<file path="config.mk">
export PLATFORM = sky130hd
export DESIGN_NAME = regfile_writeback
export DESIGN_NICKNAME = d
export VERILOG_FILES = /design/src/rtl/regfile_writeback.sv
export SDC_FILE = /design/constraint.sdc
export NUM_CORES = 1
export LEC_CHECK = 0
export ABC_AREA = 0
export ABC_CLOCK_PERIOD_IN_PS = 5460
export BUFFER_PORTS_ARGS = -buffer_cell sky130_fd_sc_hd__clkbuf_2
export CAP_MARGIN = 20
export CORE_ASPECT_RATIO = 0.8
export CORE_UTILIZATION = 40
export DETAILED_ROUTE_END_ITERATION = 16
export SYNTH_ARGS = -nofsm -noshare
export SYNTH_HDL_FRONTEND = slang
export SYNTH_SLANG_ARGS = --single-unit
</file>
<file path="constraint.sdc">
create_clock -name clock -period 5.46 [get_ports clock]
set_clock_uncertainty 0.2 [all_clocks]
set_input_delay 0.546 -clock clock [delete_from_list [all_inputs] [get_ports clock]]
set_output_delay 0.546 -clock clock [all_outputs]
set_load 0.02 [all_outputs]
</file>
<file path="src/rtl/regfile_writeback.sv">
// ============================================================================
// Module   : regfile_writeback
// Purpose  : In-order writeback queue that drains up to two results per cycle
//            onto a two-port register file. It coalesces same-address pairs and
//            offers a bypass lookup of pending results.
// Config   : define REGFILE_WB_BYPASS_EN to build the bypass lookup logic.
// Revision : 1.0 - initial release
// ============================================================================
`default_nettype none

module regfile_writeback #(
    parameter int DATA_W = 8,
    parameter int ADDR_W = 2,
    parameter int DEPTH  = 4
) (
    input  logic                         clock,
    input  logic                         reset_n,
    input  logic                         in_valid,
    output logic                         in_ready,
    input  logic [ADDR_W-1:0]            in_addr,
    input  logic [DATA_W-1:0]            in_data,
    input  logic                         hold,
    output logic [ADDR_W-1:0]            wr1,
    output logic [DATA_W-1:0]            wr1_data,
    output logic                         wr1_enable,
    output logic [ADDR_W-1:0]            wr2,
    output logic [DATA_W-1:0]            wr2_data,
    output logic                         wr2_enable,
    input  logic [ADDR_W-1:0]            byp_addr,
    output logic                         byp_hit,
    output logic [DATA_W-1:0]            byp_data,
    output logic [$clog2(DEPTH+1)-1:0]   count
);

    localparam int                PTR_W  = $clog2(DEPTH);
    localparam int                CNT_W  = $clog2(DEPTH + 1);
    localparam logic [CNT_W-1:0]  C_FULL = CNT_W'(DEPTH);

    logic [ADDR_W-1:0] addr_q [DEPTH];
    logic [DATA_W-1:0] data_q [DEPTH];
    logic [PTR_W-1:0]  rd_ptr_q, rd_ptr_d, wr_ptr_q, wr_ptr_d;
    logic [CNT_W-1:0]  count_q, count_d;
    logic [ADDR_W-1:0] wr1_q, wr1_d, wr2_q, wr2_d;
    logic [DATA_W-1:0] wr1_data_q, wr1_data_d, wr2_data_q, wr2_data_d;
    logic              wr1_en_q, wr1_en_d, wr2_en_q, wr2_en_d;
    logic              push;
    logic [CNT_W-1:0]  pops;
    logic [PTR_W-1:0]  rd_nxt;

    // Ready depends only on registered occupancy, never on this cycle's pop.
    assign in_ready = (count_q != C_FULL);
    assign push     = in_valid && in_ready;
    assign rd_nxt   = rd_ptr_q + PTR_W'(1);

    always_comb begin
        pops       = '0;
        wr1_d      = wr1_q;
        wr1_data_d = wr1_data_q;
        wr1_en_d   = 1'b0;
        wr2_d      = wr2_q;
        wr2_data_d = wr2_data_q;
        wr2_en_d   = 1'b0;
        if (!hold && (count_q != '0)) begin
            if (count_q == CNT_W'(1)) begin
                pops       = CNT_W'(1);
                wr1_d      = addr_q[rd_ptr_q];
                wr1_data_d = data_q[rd_ptr_q];
                wr1_en_d   = 1'b1;
            end else begin
                pops       = CNT_W'(2);
                wr2_d      = addr_q[rd_nxt];
                wr2_data_d = data_q[rd_nxt];
                wr2_en_d   = 1'b1;
                // Same destination: the older value is dead, only port 2 writes.
                if (addr_q[rd_ptr_q] != addr_q[rd_nxt]) begin
                    wr1_d      = addr_q[rd_ptr_q];
                    wr1_data_d = data_q[rd_ptr_q];
                    wr1_en_d   = 1'b1;
                end
            end
        end
        count_d  = count_q + CNT_W'(push) - pops;
        rd_ptr_d = rd_ptr_q + PTR_W'(pops);
        wr_ptr_d = wr_ptr_q + PTR_W'(push);
    end

    always_ff @(posedge clock or negedge reset_n) begin
        if (!reset_n) begin
            for (int i = 0; i < DEPTH; i++) begin
                addr_q[i] <= '0;
                data_q[i] <= '0;
            end
            rd_ptr_q   <= '0;
            wr_ptr_q   <= '0;
            count_q    <= '0;
            wr1_q      <= '0;
            wr1_data_q <= '0;
            wr1_en_q   <= 1'b0;
            wr2_q      <= '0;
            wr2_data_q <= '0;
            wr2_en_q   <= 1'b0;
        end else begin
            if (push) begin
                addr_q[wr_ptr_q] <= in_addr;
                data_q[wr_ptr_q] <= in_data;
            end
            rd_ptr_q   <= rd_ptr_d;
            wr_ptr_q   <= wr_ptr_d;
            count_q    <= count_d;
            wr1_q      <= wr1_d;
            wr1_data_q <= wr1_data_d;
            wr1_en_q   <= wr1_en_d;
            wr2_q      <= wr2_d;
            wr2_data_q <= wr2_data_d;
            wr2_en_q   <= wr2_en_d;
        end
    end

    assign wr1        = wr1_q;
    assign wr1_data   = wr1_data_q;
    assign wr1_enable = wr1_en_q;
    assign wr2        = wr2_q;
    assign wr2_data   = wr2_data_q;
    assign wr2_enable = wr2_en_q;
    assign count      = count_q;

`ifdef REGFILE_WB_BYPASS_EN
    logic              byp_hit_c;
    logic [DATA_W-1:0] byp_data_c;

    // Lowest priority first so later matches override: port 1, port 2, then queue oldest-to-newest.
    always_comb begin
        byp_hit_c  = 1'b0;
        byp_data_c = '0;
        if (wr1_en_q && (wr1_q == byp_addr)) begin
            byp_hit_c  = 1'b1;
            byp_data_c = wr1_data_q;
        end
        if (wr2_en_q && (wr2_q == byp_addr)) begin
            byp_hit_c  = 1'b1;
            byp_data_c = wr2_data_q;
        end
        for (int i = 0; i < DEPTH; i++) begin
            if ((CNT_W'(i) < count_q) && (addr_q[rd_ptr_q + PTR_W'(i)] == byp_addr)) begin
                byp_hit_c  = 1'b1;
                byp_data_c = data_q[rd_ptr_q + PTR_W'(i)];
            end
        end
    end

    assign byp_hit  = byp_hit_c;
    assign byp_data = byp_data_c;
`else
    logic byp_unused;
    assign byp_unused = ^byp_addr;
    assign byp_hit    = 1'b0;
    assign byp_data   = '0;
`endif

endmodule

`default_nettype wire

</file>
==> results.yml <==
synthesis:
  ys_seq_area_share_pct: 50.7
  synthCells: 222
  synth_top_area_share_pct: 50.7
  yosysUniqueCellTypes: 31
  synth_warnings: 0
  ys_ff_latch: 69
  synth_area_leaders: "dfrtp_1 51%, mux2_2 17%, mux4_2 12%"
  synth_largest_area_cell: "dfrtp_1"
  synth.avg_cell_area_um2: 15.3
  mappedNetlistArea_um2: 3400
detailed_routing:
  wl_met2_um: 2780
  drc: 0
  drt-pass1-iter-count: 4
  met1_length_um: 2900
  post_drt_wl_per_cell_um: 15.8
  top_layer: "met4"
  drtAntennaViolNets: 0
  dr_wl_met3_um: 223
  via_per_inst: 5.00
  num_vias: 1876
  drt_iter0_drc: 68
  wl_um: 5930
power_and_ir_drop:
  pwr-share-comb_pct: 48.1
  power.switching_mw: 0.916
  p_per_area_nw_per_um2: 690
  peakVddDrop_mv: 0.245
  seqPwrFrac_pct: 37.1
  switching_share_pct: 34.6
  total_leakage_power_nw: 1.71
  internal_power_mw: 1.73
  pwr-share-clk_pct: 14.7
sta:
  setup-violations-final: 0
  worst_slew_pin_slew_ns: 0.875
  setup_tns_ns: 0
  period_share_pct: 43.4
  finalWorstSetupSlack_ns: 3.09
  slew_headroom_pct: 41.7
  min_period_ns: 2.37
  drv_slew: 0
  fmax_ghz: 0.422
  hold_viol: 0
  grt_setup_unrepaired: "false"
floorplanning:
  die_x_um: 105
  core_area_um2: 8090
  die-area_um2: 8890
  start_util_pct: 42.1
  fp.dieH_um: 84.5
  rows: 29
  io_pins: 51
critical_path:
  worstPathRequired_ns: 5.47
  critPathMaxFanout: 27
  reg2reg_to: "wr1_data[0]"
  reg2reg_slack_ns: 3.09
  arrival_ns: 2.38
  cp-start-kind: "flop"
  crit_start: "rd_ptr_q[0]"
  crit_path_end_kind: "flop"
  reg2reg_from: "rd_ptr_q[0]"
  r2r_cells: 7
  crit_type: "reg -> reg"
clock_network:
  cts_made_buffers: 9
  post-cts-setup-buffers: 0
  cts_tree: "yes"
  insertion_delay_ns: 0.33
  clk_pin_slew_ns: 0.07
  cts_root_buf: "clkbuf_8"
  cts.htree.levels: 3
  cts_num_sinks: 69
  ctsResizeCount: 0
  cts_max_path_buffers: 2
  holdBufCountCts: 0
cells_and_area:
  diodes: 0
  stdcell_area_um2: 3840
  fill_cells: 721
  nNetsFinal: 284
  final_layout_size_suffix_gt1_share_pct: 51.3
  area_delta_synth_final_pct: 12.8
  post-route-util_pct: 47.5
job:
  maxCapViolations: 0
placement:
  place_area_um2: 3660
  place_ws_ns: 3.08
  gp_congestion: 0.753
  hpwlAfterDp_um: 3830
  portBuffers: 39
hold_path:
  hp-class: "in -> async"
run_status:
  status: "completed"
global_route:
  antenna_found_initial: 0
  grt_max_degree: 70
  grt_pass1_vias: 1899
  grt_use_total_pct: 14.8
  overflow: 0
  grt_pass1_wl_um: 9880
==> cells in the mapped netlist (all sizes together) <==
cell type	number
nand2b	1
o2bb2ai	1
o21ai	2
xor2	4
ha	3
fa	1
buf	20
o31ai	1
mux2	60
clkbuf	1
or2	1
conb	1
mux4	20
inv	6
nand3b	3
nor4	1
and2	1
mux2i	2
nor2	5
a21oi	4
o311ai	1
dfrtp	69
nand2	3
nor3b	1
nand3	2
xnor2	8
==> kinds of logic after synthesis <==
group,after synthesis,synth area share (%)
AO/OA/AOI/OAI,9,1.76
XOR/XNOR,12,3.09
adder cells (fa/ha/maj),4,1.69
buffers and inverters,27,4.81
flip-flops,69,50.7
multiplexers,82,34.9
other,1,0.110
AND/OR/NAND/NOR,18,2.94
==> registers in the layout, indices dropped and copies added (netlist names) <==
name and cells:
count 3, rd_ptr_q 2, wr_ptr_q 2, data_q 32, addr_q 8, wr1_data 8, wr2 2, wr2_data 8
wr1_enable 1, wr2_enable 1, wr1 2
==> routing by layer <==
layer  vias up  track usage, %
met5         -               0
met4         0            3.46
met3         2            5.43
met2        33            22.9
met1       961            20.1
li1        880               -
==> worst max-delay path, stage by stage, from the launching register on <==
cell and delay, ns:
dfrtp_1 0.33, buf_4 0.36, mux2i_1 0.26, xor2_1 0.17, o2bb2ai_1 0.10, o31ai_2 0.18
buf_4 0.28, mux2_2 0.36
==> metrics by stage <==
step,instances,power (mW),hold slack (ns)
finish,375,2.65,0.185
global route,375,2.84,0.285
CTS,375,2.69,0.246
detailed placement,361,2.29,0.298
global placement,361,2.27,0.293
floorplan,230,2.01,0.0504
==> layout make-up <==
type                       instances  area [um2]  share of cell area [%]
clock inverter                     2        35.0                   0.912
inverter                           6        22.5                   0.586
multi-input combinational        134        1540                    40.2
clock buffer                      12         145                    3.78
timing repair buffer              44         233                    6.06
tap                              108         135                    3.52
sequential                        69        1730                    45.0
==> worst max path at each step <==
stage	slack, ns	cells after the start	end
4_1_cts	3.05	7	wr1_data[0]
5_1_grt	2.94	7	wr1_data[0]
6_report	3.09	7	wr1_data[0]
3_5_place_dp	3.08	5	data_q[28]
3_3_place_gp	3.09	7	wr1_data[0]
2_1_floorplan	3.21	7	count[2]
==> layout by cell type, fill, tap and decap left out, drive strengths merged <==
cell type / n
inv: 6
or2: 1
o2bb2ai: 1
o21ai: 2
mux2i: 2
buf: 6
nand2b: 1
nor3b: 1
a21oi: 4
mux2: 60
mux4: 20
ha: 3
clkinv: 1
clkbuf: 50
fa: 1
nor2: 5
o311ai: 1
nor4: 1
dfrtp: 69
and2: 1
nand2: 3
nand3: 2
xnor2: 8
nand3b: 3
bufinv: 1
xor2: 4
o31ai: 1
conb: 9
==> power groups by stage <==
stage,sequential [mW],combinational (mW),clock [mW]
final,0.985,1.28,0.391
after global routing,1.03,1.39,0.429
after CTS,0.984,1.30,0.410
after detailed placement,0.994,1.30,0
after global placement,0.986,1.28,0
after floorplan,1.05,0.960,0
(Power assumes the default switching activity.)
